==> config.mk <==
export PLATFORM = sky130hd
export DESIGN_NAME = bus_tx_serializer
export DESIGN_NICKNAME = d
export VERILOG_FILES = /design/src/rtl/bus_pkg.sv /design/src/rtl/bus_tx_serializer.sv
export SDC_FILE = /design/constraint.sdc
export NUM_CORES = 1
export LEC_CHECK = 0
export ABC_CLOCK_PERIOD_IN_PS = 4100
export CAP_MARGIN = 0
export CORE_AREA = 8 8 73 75
export DETAILED_ROUTE_END_ITERATION = 10
export DIE_AREA = 0 0 81 83
export GPL_TIMING_DRIVEN = 0
export PLACE_DENSITY = 0.82
export SYNTH_ARGS = -nofsm -noshare
export SYNTH_HDL_FRONTEND = slang
export SYNTH_SLANG_ARGS = --single-unit
==> constraint.sdc <==
create_clock -name clk -period 4.1 [get_ports clk]
set_clock_uncertainty 0.15 [all_clocks]
set_input_delay 0.82 -clock clk [delete_from_list [all_inputs] [get_ports clk]]
set_output_delay 0.82 -clock clk [all_outputs]
set_load 0.03 [all_outputs]
==> src/rtl/bus_pkg.sv <==
// Shared types and constants for the bus transmit path.
// Build option BUS_TX_PARITY_EN adds the even-parity PARITY state after the data field.
package bus_pkg;

    localparam logic START_BIT = 1'b1;

    typedef enum logic [1:0] {
        IDLE  = 2'd0,
        START = 2'd1,
        DATA  = 2'd2
`ifdef BUS_TX_PARITY_EN
        , PARITY = 2'd3
`endif
    } tx_state_t;

endpackage

==> src/rtl/bus_tx_serializer.sv <==
// Pops words from an upstream FIFO and sends them MSB-first as start bit + data (+ parity) frames.
// Build option BUS_TX_PARITY_EN appends an even-parity bit that carries tx_last.
//
// state  | meaning
// IDLE   | waiting for a word; pops the FIFO head when it is non-empty
// START  | presenting the start bit
// DATA   | presenting shift register MSB, one bit per accepted bus cycle
// PARITY | presenting the even parity of the captured word (parity builds only)
module bus_tx_serializer
    import bus_pkg::*;
#(
    parameter int DATA_WIDTH = 32
) (
    input  logic                  clk,
    input  logic                  rstn,
    input  logic [DATA_WIDTH-1:0] fifo_data,
    input  logic                  fifo_empty,
    output logic                  fifo_deq,
    output logic                  tx_data,
    output logic                  tx_valid,
    input  logic                  tx_ready,
    output logic                  tx_last,
    output logic                  busy
);

    localparam int CW = $clog2(DATA_WIDTH) + 1;
    localparam logic [CW-1:0] LAST_IDX   = CW'(DATA_WIDTH - 1);
    localparam logic [CW-1:0] PENULT_IDX = CW'(DATA_WIDTH - 2);
    localparam logic [CW-1:0] CNT_ONE    = CW'(1);

`ifdef BUS_TX_PARITY_EN
    localparam logic LSB_IS_LAST = 1'b0;
`else
    localparam logic LSB_IS_LAST = 1'b1;
`endif

    tx_state_t             state;
    logic [DATA_WIDTH-1:0] shreg;
    logic [CW-1:0]         bit_cnt;
`ifdef BUS_TX_PARITY_EN
    logic                  parity_q;
`endif

    // The pop must coincide with the capture edge, so the strobe is decoded from state
    // rather than registered; gating with rstn keeps the FIFO untouched while in reset.
    assign fifo_deq = rstn && (state == IDLE) && !fifo_empty;

    always_ff @(posedge clk) begin
        if (!rstn) begin
            state    <= IDLE;
            shreg    <= '0;
            bit_cnt  <= '0;
            tx_valid <= 1'b0;
            tx_data  <= 1'b0;
            tx_last  <= 1'b0;
            busy     <= 1'b0;
`ifdef BUS_TX_PARITY_EN
            parity_q <= 1'b0;
`endif
        end else begin
            case (state)
                IDLE: begin
                    if (!fifo_empty) begin
                        state    <= START;
                        shreg    <= fifo_data;
                        bit_cnt  <= '0;
                        tx_valid <= 1'b1;
                        tx_data  <= START_BIT;
                        tx_last  <= 1'b0;
                        busy     <= 1'b1;
`ifdef BUS_TX_PARITY_EN
                        parity_q <= ^fifo_data;
`endif
                    end
                end

                START: begin
                    if (tx_ready) begin
                        state   <= DATA;
                        tx_data <= shreg[DATA_WIDTH-1];
                        tx_last <= 1'b0;
                    end
                end

                DATA: begin
                    if (tx_ready) begin
                        shreg   <= shreg << 1;
                        bit_cnt <= bit_cnt + CNT_ONE;
                        if (bit_cnt == LAST_IDX) begin
`ifdef BUS_TX_PARITY_EN
                            state   <= PARITY;
                            tx_data <= parity_q;
                            tx_last <= 1'b1;
`else
                            state    <= IDLE;
                            tx_valid <= 1'b0;
                            tx_data  <= 1'b0;
                            tx_last  <= 1'b0;
                            busy     <= 1'b0;
`endif
                        end else begin
                            // Present the bit that becomes MSB after this shift.
                            tx_data <= shreg[DATA_WIDTH-2];
                            tx_last <= LSB_IS_LAST && (bit_cnt == PENULT_IDX);
                        end
                    end
                end

`ifdef BUS_TX_PARITY_EN
                PARITY: begin
                    if (tx_ready) begin
                        state    <= IDLE;
                        tx_valid <= 1'b0;
                        tx_data  <= 1'b0;
                        tx_last  <= 1'b0;
                        busy     <= 1'b0;
                    end
                end
`endif

                default: begin
                    state    <= IDLE;
                    tx_valid <= 1'b0;
                    tx_data  <= 1'b0;
                    tx_last  <= 1'b0;
                    busy     <= 1'b0;
                end
            endcase
        end
    end

endmodule

==> impl_results.md, run 1 <==
* Number of vias per cell at 6.05
* CP Max Fanout at 10
* Die Span Y at approximately 83 um
* Worst-margin pin slew at around 0.51 ns
* Reg2reg path depth at 5
* RePlAce Congestion at ~0.8
* GR met1 Demand/Resource at between 20 and 25%
* Peak supply drop at around 150 uV
* Htree depth at 2
* Reg2reg end: shreg[23]
* Slew HR at around 66%
* Netlist cell types at 42
* Core area at approximately 4200 sq um
* Clk_lat worst skew at ~0.3 ns
* Fin nets at roughly 320
* Tot GR Track Use at 16.3%
* Via count at ~2000
* Hold EP: bit_cnt[5]
* Power Density at about 350 nW/um^2
* DR pass1 iterations at 4
* Register-to-register setup slack at around 2.4 ns
* Post_cts resized at 0
* Main area contributors after synthesis: dfxtp_1, mux2i_1, a211oi_1
* Fmax at 291 MHz
* Share of cells above drive strength 1 at between 10% and 20%
* Count leader, synth: dfxtp_1
* Syn Inst Count at around 230
* Crit. End Element: output port
* Area Growth Syn to Fin at 24.1%
* Ys flop type: dfxtp_1
* Startpoint Class: primary input
* Max Cap Viol at 0
* Clock buffer depth at 2
* Clock root buffer: clkbuf_8
* Syn nets at 271
* Yosys top cell by area: dfxtp_1
* Grt ovf at 0
* Tcrit/Tclk final at a little over four fifths
* CP most frequent cell: clkdlybuf4s50_1
* IO Count at 41
* Detailed Route WL at around 5.4 mm
* Hold path start: bit_cnt[5]
* Synth async-reset ratio at 0%
* Max incr delay on CP at roughly 0.71 ns
* Vias in the first global route at 1989
* Final HPWL from detailed placement at 3.76 mm
* Critical path cell sequence: clkdlybuf4s50_1 > buf_2 > nand2b_1 > nor3_1 > clkdlybuf4s50_1
* Die area at 6720 sq um
* Clock Sinks at 43
* Top cells by count, synth: dfxtp_1, a31oi_1, mux2i_1
* Part of the Yosys area used for sequential elements at about two fifths
* Worst r2r src: state[1]
* Min-Delay Path Class: reg2reg
* Reg clk slew, reported paths at ~0.080 ns
* Post-synth top area share at just under 40%
* Layout fillers at between 300 and 400
* Final TNS setup at 0 ns
* Number of diodes at 0
* Leakage at 1.18 nW
* Status: complete, no violations
* Worst Hold Path Cells at 2
* CP max-delay cell: clkdlybuf4s50_1
* Placed instance count at 324
* Worst path arrival time at roughly 2.5 ns
* Initial antenna violation count at 0
* Mapped Avg Cell Area at roughly 9.6 sq um
* # rows at 24
* Period minus WS final at 3.44 ns
* Post-route DRC at 0
* Worst Path Required at 3.13 ns
* Ys Warns at 0
* Post-CTS Hold Buffers at 0
* Final core occ at between 60% and 70%
* Final setup fails at 0
* Routed Antenna Nets at 0
* Initial DRC Count at around 140
* Die W at approximately 81 um
* GRT busiest layer: met2
* Initial Utilization at between 50% and 60%
* Met2 Usage GRT at around a quarter
* EDFF count, synth at 0
* Global-route wire length before repair at between 9 and 10 mm
* Endpoints failing hold at 0
* Synthesized area at between 2000 and 2500 sq um
* Yosys reg bits at 43
* Largest net degree at the start of global routing at 14
* CTS tree: yes
* Drt wl/cell at about 16 um
* Crit Path Category: in2out
* Fin cells at about 330
* Grt met3 use at under 10%
* RSZ-0062 raised after global routing: no
* I/O Buffers at 39
* Inserted Clock Buffers at 5
* Post-CTS Setup Repair Bufs at 0
* Fin. max-slew vios at 0
==> cell usage in the layout, fill, tap and decap left out, drive strengths merged, types with 2 or more instances in the layout <==
master,instances
dfxtp,43
inv,3
ha,2
o31ai,5
and3b,3
nor4,2
nand2b,6
nor2b,2
mux2i,34
nor3,2
a31oi,34
a21oi,5
nand2,6
o21ai,2
buf,21
nor2,2
nand4,2
clkdlybuf4s50,39
clkbuf,14
clkinv,2
or3b,2
a211oi,32
==> area by class of cell <==
| cell class | count | area, sq um | area share (%) |
|---|---|---|---|
| timing repair buffer | 39 | 390 | 14.0 |
| sequential | 43 | 861 | 31.0 |
| inverter | 4 | 15.0 | 0.540 |
| multi-input combinational | 157 | 1180 | 42.5 |
| buffer | 29 | 180 | 6.48 |
| clock buffer | 6 | 72.6 | 2.61 |
| tap | 52 | 65.1 | 2.34 |
| clock inverter | 2 | 12.5 | 0.450 |
==> state kept, by name, indices dropped and copies added, names as in the netlist <==
register and flops:
bit_cnt 6, busy 1, shreg 32, state 2
tx_data 1, tx_last 1
==> how the worst max path moves through the flow <==
stage / from / endpoint / cells after the start
4_1_cts: rstn / fifo_deq / 5
2_1_floorplan: rstn / fifo_deq / 3
6_report: rstn / fifo_deq / 5
5_1_grt: rstn / fifo_deq / 5
3_5_place_dp: rstn / fifo_deq / 5
3_3_place_gp: rstn / fifo_deq / 5
==> worst max-delay path: cells and delay by family <==
family,cells,cell delay [ns]
buffers and inverters,3,1.40
AND/OR/NAND/NOR,2,0.26
==> metal layers <==
metal	up-vias	wire [um]
met5	-	0
met4	0	69
met1	954	2440
met2	53	2520
met3	7	387
li1	994	-
==> cells by family after synthesis <==
family,after synthesis,synth area share [%]
compound gates,87,26.9
flops,43,38.5
mux,34,15.2
simple gates,34,9.61
buf+inv,33,8.72
fa+ha+maj,2,1.12
==> power breakdown <==
part | total (mW) | leakage (nW) | internal [mW] | switching [mW]
Sequential | 0.479 | 0.355 | 0.457 | 0.0215
Clock | 0.269 | 0.0412 | 0.119 | 0.150
Combinational | 0.230 | 0.788 | 0.114 | 0.116
Total | 0.978 | 1.18 | 0.691 | 0.287
==> through the flow <==
step	hold WS, ns	setup slack, ns	cell area [sq um]	power, mW
final	0.318	0.658	2780	0.978
after global routing	0.335	0.587	2780	1.02
after CTS	0.321	0.651	2780	0.982
after detailed placement	0.311	0.669	2690	0.717
after global placement	0.302	0.669	2690	0.711
after floorplan	0.289	1.42	2240	0.638
No activity file was read; power rests on OpenSTA's default activity.
==> run 2: changes to the inputs <==
==> config.mk (replaced) <==
export PLATFORM = sky130hd
export DESIGN_NAME = bus_tx_serializer
export DESIGN_NICKNAME = d
export VERILOG_FILES = /design/src/rtl/bus_pkg.sv /design/src/rtl/bus_tx_serializer.sv
export SDC_FILE = /design/constraint.sdc
export NUM_CORES = 1
export LEC_CHECK = 0
export ABC_CLOCK_PERIOD_IN_PS = 3200
export CAP_MARGIN = 0
export CORE_AREA = 8 8 75 77
export DETAILED_ROUTE_END_ITERATION = 10
export DIE_AREA = 0 0 83 85
export GPL_TIMING_DRIVEN = 0
export PLACE_DENSITY = 0.78
export SYNTH_ARGS = -nofsm -noshare
export SYNTH_HDL_FRONTEND = slang
export SYNTH_SLANG_ARGS = --single-unit
==> constraint.sdc (replaced) <==
create_clock -name clk -period 3.2 [get_ports clk]
set_clock_uncertainty 0.15 [all_clocks]
set_input_delay 0.64 -clock clk [delete_from_list [all_inputs] [get_ports clk]]
set_output_delay 0.64 -clock clk [all_outputs]
set_load 0.03 [all_outputs]
==> run 2 against run 1 <==
  * Die area is 4.9% higher
  * Combinational power rose by 28%
  * Critical path type unchanged
  * Cell count increased by 0.60%
  * Cell area grew 0.86%
  * Core utilization fell by 4.3 points
  * Critical endpoint unchanged
==> impl_results.md, run 2 (synthesized netlist as in run 1, its figures left out) <==
* Fmax at around 370 MHz
* Power Density at 462 nW/um^2 (+31%)
* Crit. End Element: output port
* Final TNS setup at 0 ns (unchanged)
* Most common cell after layout, fill and taps aside: dfxtp_1
* Die area at 7060 sq um (+4.9%)
* Hold path start: tx_last
* Via count at 2042 (+1.7%)
* Htree depth at 2 (unchanged)
* Final HPWL from detailed placement at 3.79 mm (+0.89%)
* Vias in the first global route at 2010 (+1.1%)
* Post-CTS Setup Repair Bufs at 0 (unchanged)
* Inserted Clock Buffers at 5 (unchanged)
* Final setup fails at 0 (unchanged)
* Peak supply drop at 210 uV (+37%)
* Max reg flops at 32 (unchanged)
* Initial Utilization at 49.4% (-3.9 points)
* Status: complete, no violations
* DR pass1 iterations at 4 (unchanged)
* Worst r2r src: state[1]
* RSZ-0062 raised after global routing: no
* Slew HR at 67.3% (+1.3 points)
* Core area at 4540 sq um (+7.9%)
* Share of cells above drive strength 1 at 11.8% (+0.36 points)
* Largest Register: shreg
* Drt wl/cell at 16.4 um (+0.74%)
* Leakage at 1.21 nW (+2.1%)
* Post-route DRC at 0 (unchanged)
* Endpoints failing hold at 0 (unchanged)
* Worst Hold Path Cells at 2 (unchanged)
* Startpoint Class: primary input
* Area Growth Syn to Fin at 25.2%
* Post-DP Area at 2700 sq um (about the same)
* IO Count at 41 (unchanged)
* Fin. max-slew vios at 0 (unchanged)
* Hold EP: tx_last
* Detailed Route WL at 5.49 mm (+1.3%)
* Number of diodes at 0 (unchanged)
* Reg clk slew, reported paths at 0.08 ns (about the same)
* Initial antenna violation count at 0 (unchanged)
* Tot GR Track Use at 15.1% (-1.2 points)
* Number of vias per cell at 6.11 (+1.1%)
* CP Max Fanout at 10 (unchanged)
* Crit Path Category: in2out
* Grt ovf at 0 (unchanged)
* Worst-margin pin slew at 0.490 ns (-0.0191 ns)
* Clk_lat worst skew at 0.29 ns (about the same)
* I/O Buffers at 39 (unchanged)
* Max Cap Viol at 0 (unchanged)
* Die Span Y at 85 um (+2.4%)
* Layout fillers at 390 (+5.7%)
* Clock Sinks at 43 (unchanged)
* # rows at 25 (+4.2%)
* Min-Delay Path Class: reg2reg
* Worst path arrival time at 1.89 ns (-0.58 ns)
* Largest registers: shreg (32), bit_cnt (6), state (2)
* Register-to-register setup slack at 1.43 ns (-0.95 ns)
* Clock buffer depth at 2 (unchanged)
* Most frequent cells in the layout: dfxtp_1, clkdlybuf4s50_1, mux2i_1, a31oi_1, a211oi_1
* Period minus WS final at 2.68 ns
* RePlAce Congestion at 0.791 (-3.9%)
* CTS tree: yes
* Initial DRC Count at 139 (-2.1%)
* Fin area at 2800 sq um (+0.86%)
* Largest net degree at the start of global routing at 14 (unchanged)
* Reg2reg end: shreg[25]
* Worst Path Required at 2.41 ns (-0.72 ns)
* Global-route wire length before repair at 9.26 mm (+0.97%)
* Tcrit/Tclk final at approximately 84%
* Routed Antenna Nets at 0 (unchanged)
* Reg2reg path depth at 5 (unchanged)
* Fin nets at 317 (unchanged)
* Clock root buffer: clkbuf_8
* Die W at 83 um (+2.5%)
run 2: cell count changes in the layout (fill, tap and decap cells not counted), sizes merged:
cell           delta
clkdlybuf4s50     -1
clkinv            -1
clkbuf            +1
dlymetal6s2s      +1
run 2: stage by stage:
step / hold slack [ns] / util [%] / worst slack [ns] / instances / power, mW
5_1_grt: 0.337 / 61.8 / 0.399 / 334 / 1.36
2_1_floorplan: 0.289 / - / 0.880 / 233 / 0.817
3_5_place_dp: 0.309 / 59.4 / 0.126 / 326 / 0.919
6_report: 0.315 / 61.8 / 0.520 / 334 / 1.30
3_3_place_gp: 0.302 / 59.4 / 0.118 / 326 / 0.913
4_1_cts: 0.320 / 61.7 / 0.104 / 334 / 1.30
run 2: worst max path at each step:
stage / slack [ns] / end / startpoint
floorplan: 0.88 / fifo_deq / rstn
detailed placement: 0.13 / fifo_deq / rstn
finish: 0.52 / fifo_deq / rstn
CTS: 0.10 / fifo_deq / rstn
global placement: 0.12 / fifo_deq / rstn
global route: 0.40 / fifo_deq / rstn
run 2: repair_timing:
| item | CTS | global route |
|---|---|---|
| hold buffers | 0 | 0 |
| resized for setup | 0 | 1 |
| setup endpoints to repair | 0 | 1 |
run 2: worst max-delay path, cell delays in order:
cell             delay, ns
clkdlybuf4s50_1       0.47
buf_2                 0.21
nand2b_1              0.10
nor3_1                0.15
dlymetal6s2s_1        0.32
run 2: power breakdown:
group | switching [mW] | internal [mW] | leakage [nW]
Combinational | 0.149 | 0.146 | 0.804
Clock | 0.190 | 0.196 | 0.0505
Sequential | 0.0279 | 0.586 | 0.355
Total | 0.367 | 0.929 | 1.21
run 2: area by class of cell:
cell class,instances,area (sq um),share of cell area [%]
well taps,54,67.6,2.41
inverters,4,15.0,0.536
clock buffers,7,96.3,3.44
multi-input cells,157,1180,42.2
repair buffers,39,393,14.0
clock inverters,1,7.51,0.268
flip-flops and latches,43,861,30.7
plain buffers,29,180,6.43
run 2: layer usage:
metal	share of wire (%)	global-route usage, %	vias up
met2	48	25.9	72
met5	0	0	-
met4	1.1	5.43	0
met1	45	17.5	964
met3	6.5	4.21	10
li1	-	-	996
==> run 3: changes to the inputs <==
--- a/config.mk
+++ b/config.mk
@@ -5,7 +5,7 @@
 export SDC_FILE = /design/constraint.sdc
 export NUM_CORES = 1
 export LEC_CHECK = 0
-export ABC_CLOCK_PERIOD_IN_PS = 3200
+export ABC_CLOCK_PERIOD_IN_PS = 2640
 export CAP_MARGIN = 0
 export CORE_AREA = 8 8 75 77
 export DETAILED_ROUTE_END_ITERATION = 10
==> constraint.sdc (replaced) <==
create_clock -name clk -period 2.64 [get_ports clk]
set_clock_uncertainty 0.15 [all_clocks]
set_input_delay 0.528 -clock clk [delete_from_list [all_inputs] [get_ports clk]]
set_output_delay 0.528 -clock clk [all_outputs]
set_load 0.03 [all_outputs]
==> run 3 against run 2 <==
  * Flip-flop and latch count did not move
  * Non-clock buffer count stayed put
  * Hold slack worse by 0.0084 ns
  * Clock power rose by 22%
  * Register-to-register slack got worse by 0.55 ns
  * Combinational power is 21% higher
  * Sequential share of layout area increased by 0.083 points
  * Core utilization down 0.17 points
  * First-iteration DRC count rose by 2.9%
  * Wire length grew 0.33%
  * Worst setup slack worse by 0.26 ns
  * Largest cell class unchanged
==> impl_results.md, run 3 (synthesized netlist as in run 1, its figures left out) <==
* Status: complete, no violations
* Die W at 83 um (unchanged)
* Drt wl/cell at 16.5 um (+0.33%)
* Final core occ at 61.6% (-0.17 points)
* Share of cells above drive strength 1 at 12.1% (+0.36 points)
* Max Cap Viol at 0 (unchanged)
* Final HPWL from detailed placement at 3.79 mm (unchanged)
* Period minus WS final at ~2.4 ns
* IO Count at 41 (unchanged)
* Tot GR Track Use at 15.1% (unchanged)
* Smallest hold slack at 0.307 ns (-0.00844 ns)
* Vias in the first global route at 2010 (unchanged)
* Most common cell after layout, fill and taps aside: dfxtp_1
* Fin. max-slew vios at 0 (unchanged)
* Routed Antenna Nets at 0 (unchanged)
* Endpoints failing hold at 0 (unchanged)
* # rows at 25 (unchanged)
* Crit path max-delay family: buffers and inverters
* Fmax at ~420 MHz
* Fin nets at 317 (unchanged)
* Peak supply drop at 254 uV (+21%)
* Detailed Route WL at 5.51 mm (+0.33%)
* CTS tree: yes
* Clock root buffer: clkbuf_8
* Startpoint Class: primary input
* Largest Register: shreg
* Number of diodes at 0 (unchanged)
* DR pass1 iterations at 4 (unchanged)
* Most frequent cells in the layout: dfxtp_1, clkdlybuf4s50_1, mux2i_1, a31oi_1, a211oi_1
* Core area at 4540 sq um (unchanged)
* Slew HR at 67.2% (about the same)
* Reg clk slew, reported paths at 0.08 ns (about the same)
* Crit. End Element: output port
* CP Max Fanout at 10 (unchanged)
* Clock buffer depth at 2 (unchanged)
* Die area at 7060 sq um (unchanged)
* Inserted Clock Buffers at 5 (unchanged)
* RSZ-0062 raised after global routing: no
* Crit Path Category: in2out
* Clk_lat worst skew at 0.30 ns (about the same)
* Largest registers: shreg (32), bit_cnt (6), state (2)
* Initial Utilization at 49.4% (unchanged)
* Final setup fails at 0 (unchanged)
* Number of vias per cell at 6.08 (-0.54%)
* Worst Path Required at 1.96 ns (-0.45 ns)
* Worst-margin pin slew at 0.491 ns (+0.000929 ns)
* Post-route DRC at 0 (unchanged)
* Via count at 2031 (-0.54%)
* I/O Buffers at 39 (unchanged)
* Htree depth at 2 (unchanged)
* Largest net degree at the start of global routing at 14 (unchanged)
* Clock Sinks at 43 (unchanged)
* Die Span Y at 85 um (unchanged)
* CP max-delay cell: clkdlybuf4s50_1
* Leakage at 1.19 nW (-1.2%)
* Worst path arrival time at 1.70 ns (-0.19 ns)
* RePlAce Congestion at 0.791 (unchanged)
* Min-Delay Path Class: in2reg
* Buf/Inv on CP at 3 (unchanged)
* Initial DRC Count at 143 (+2.9%)
* Post-CTS Setup Repair Bufs at 0 (unchanged)
* Tcrit/Tclk final at 90.2%
* Post-CTS Hold Buffers at 0 (unchanged)
* Initial antenna violation count at 0 (unchanged)
* Max reg flops at 32 (unchanged)
* Area Growth Syn to Fin at 24.9%
* Power Density at 562 nW/um^2 (+22%)
* Max incr delay on CP at 0.47 ns (about the same)
* Critical path cell sequence: clkdlybuf4s50_1 > buf_2 > nand2b_1 > nor3_1 > clkbuf_2
* Grt ovf at 0 (unchanged)
* Global-route wire length before repair at 9.26 mm (unchanged)
run 3: cell types whose count changed in the layout (fill, tap and decap cells not counted):
cell / previous run / this run
clkbuf_2: 0 / 1
dlymetal6s2s_1: 1 / 0
run 3: worst paths after layout:
kind                                   to  slack, ns  startpoint  cells past startpoint
worst max-delay path             fifo_deq       0.26        rstn                      5
worst min-delay path             state[0]       0.31  fifo_empty                      2
worst max register to register  shreg[25]       0.88    state[1]                      5
worst min register to register    tx_last       0.31     tx_last                      2
run 3: layout make-up:
cell class	instances	area (sq um)
Fill cell	392	1740
Buffer	29	180
Timing Repair Buffer	39	385
Sequential cell	43	861
Tap cell	54	67.6
Clock buffer	7	96.3
Multi-Input combinational cell	157	1180
Clock inverter	1	7.51
Inverter	4	15.0
run 3: metrics by stage:
stage          area (sq um)  instances  power [mW]  setup WS, ns  TNS, ns
2_1_floorplan          2240        233       0.991         0.544        0
3_3_place_gp           2700        326        1.11        -0.218   -0.218
3_5_place_dp           2700        326        1.11        -0.210   -0.210
4_1_cts                2800        334        1.57        0.0601        0
5_1_grt                2800        334        1.64         0.128        0
6_report               2800        334        1.57         0.259        0
run 3: report_power, final:
part	total, mW	switching [mW]	leakage [nW]	internal [mW]
sequential	0.744	0.0341	0.355	0.710
clock	0.471	0.232	0.0505	0.238
combinational	0.357	0.180	0.789	0.176
total	1.57	0.447	1.19	1.12
run 3: what timing repair did:
item / CTS / global route
gates cloned: 0 / 0
hold endpoints to repair: 0 / 0
setup endpoints to repair: 1 / 1
resized for setup: 1 / 3
run 3: per-layer routing:
metal | GRT usage (%) | vias up | routed length, um
met4 | 5.43 | 0 | 57
li1 | - | 994 | -
met5 | 0 | - | 0
met1 | 17.5 | 957 | 2500
met3 | 4.21 | 7 | 344
met2 | 25.9 | 73 | 2610
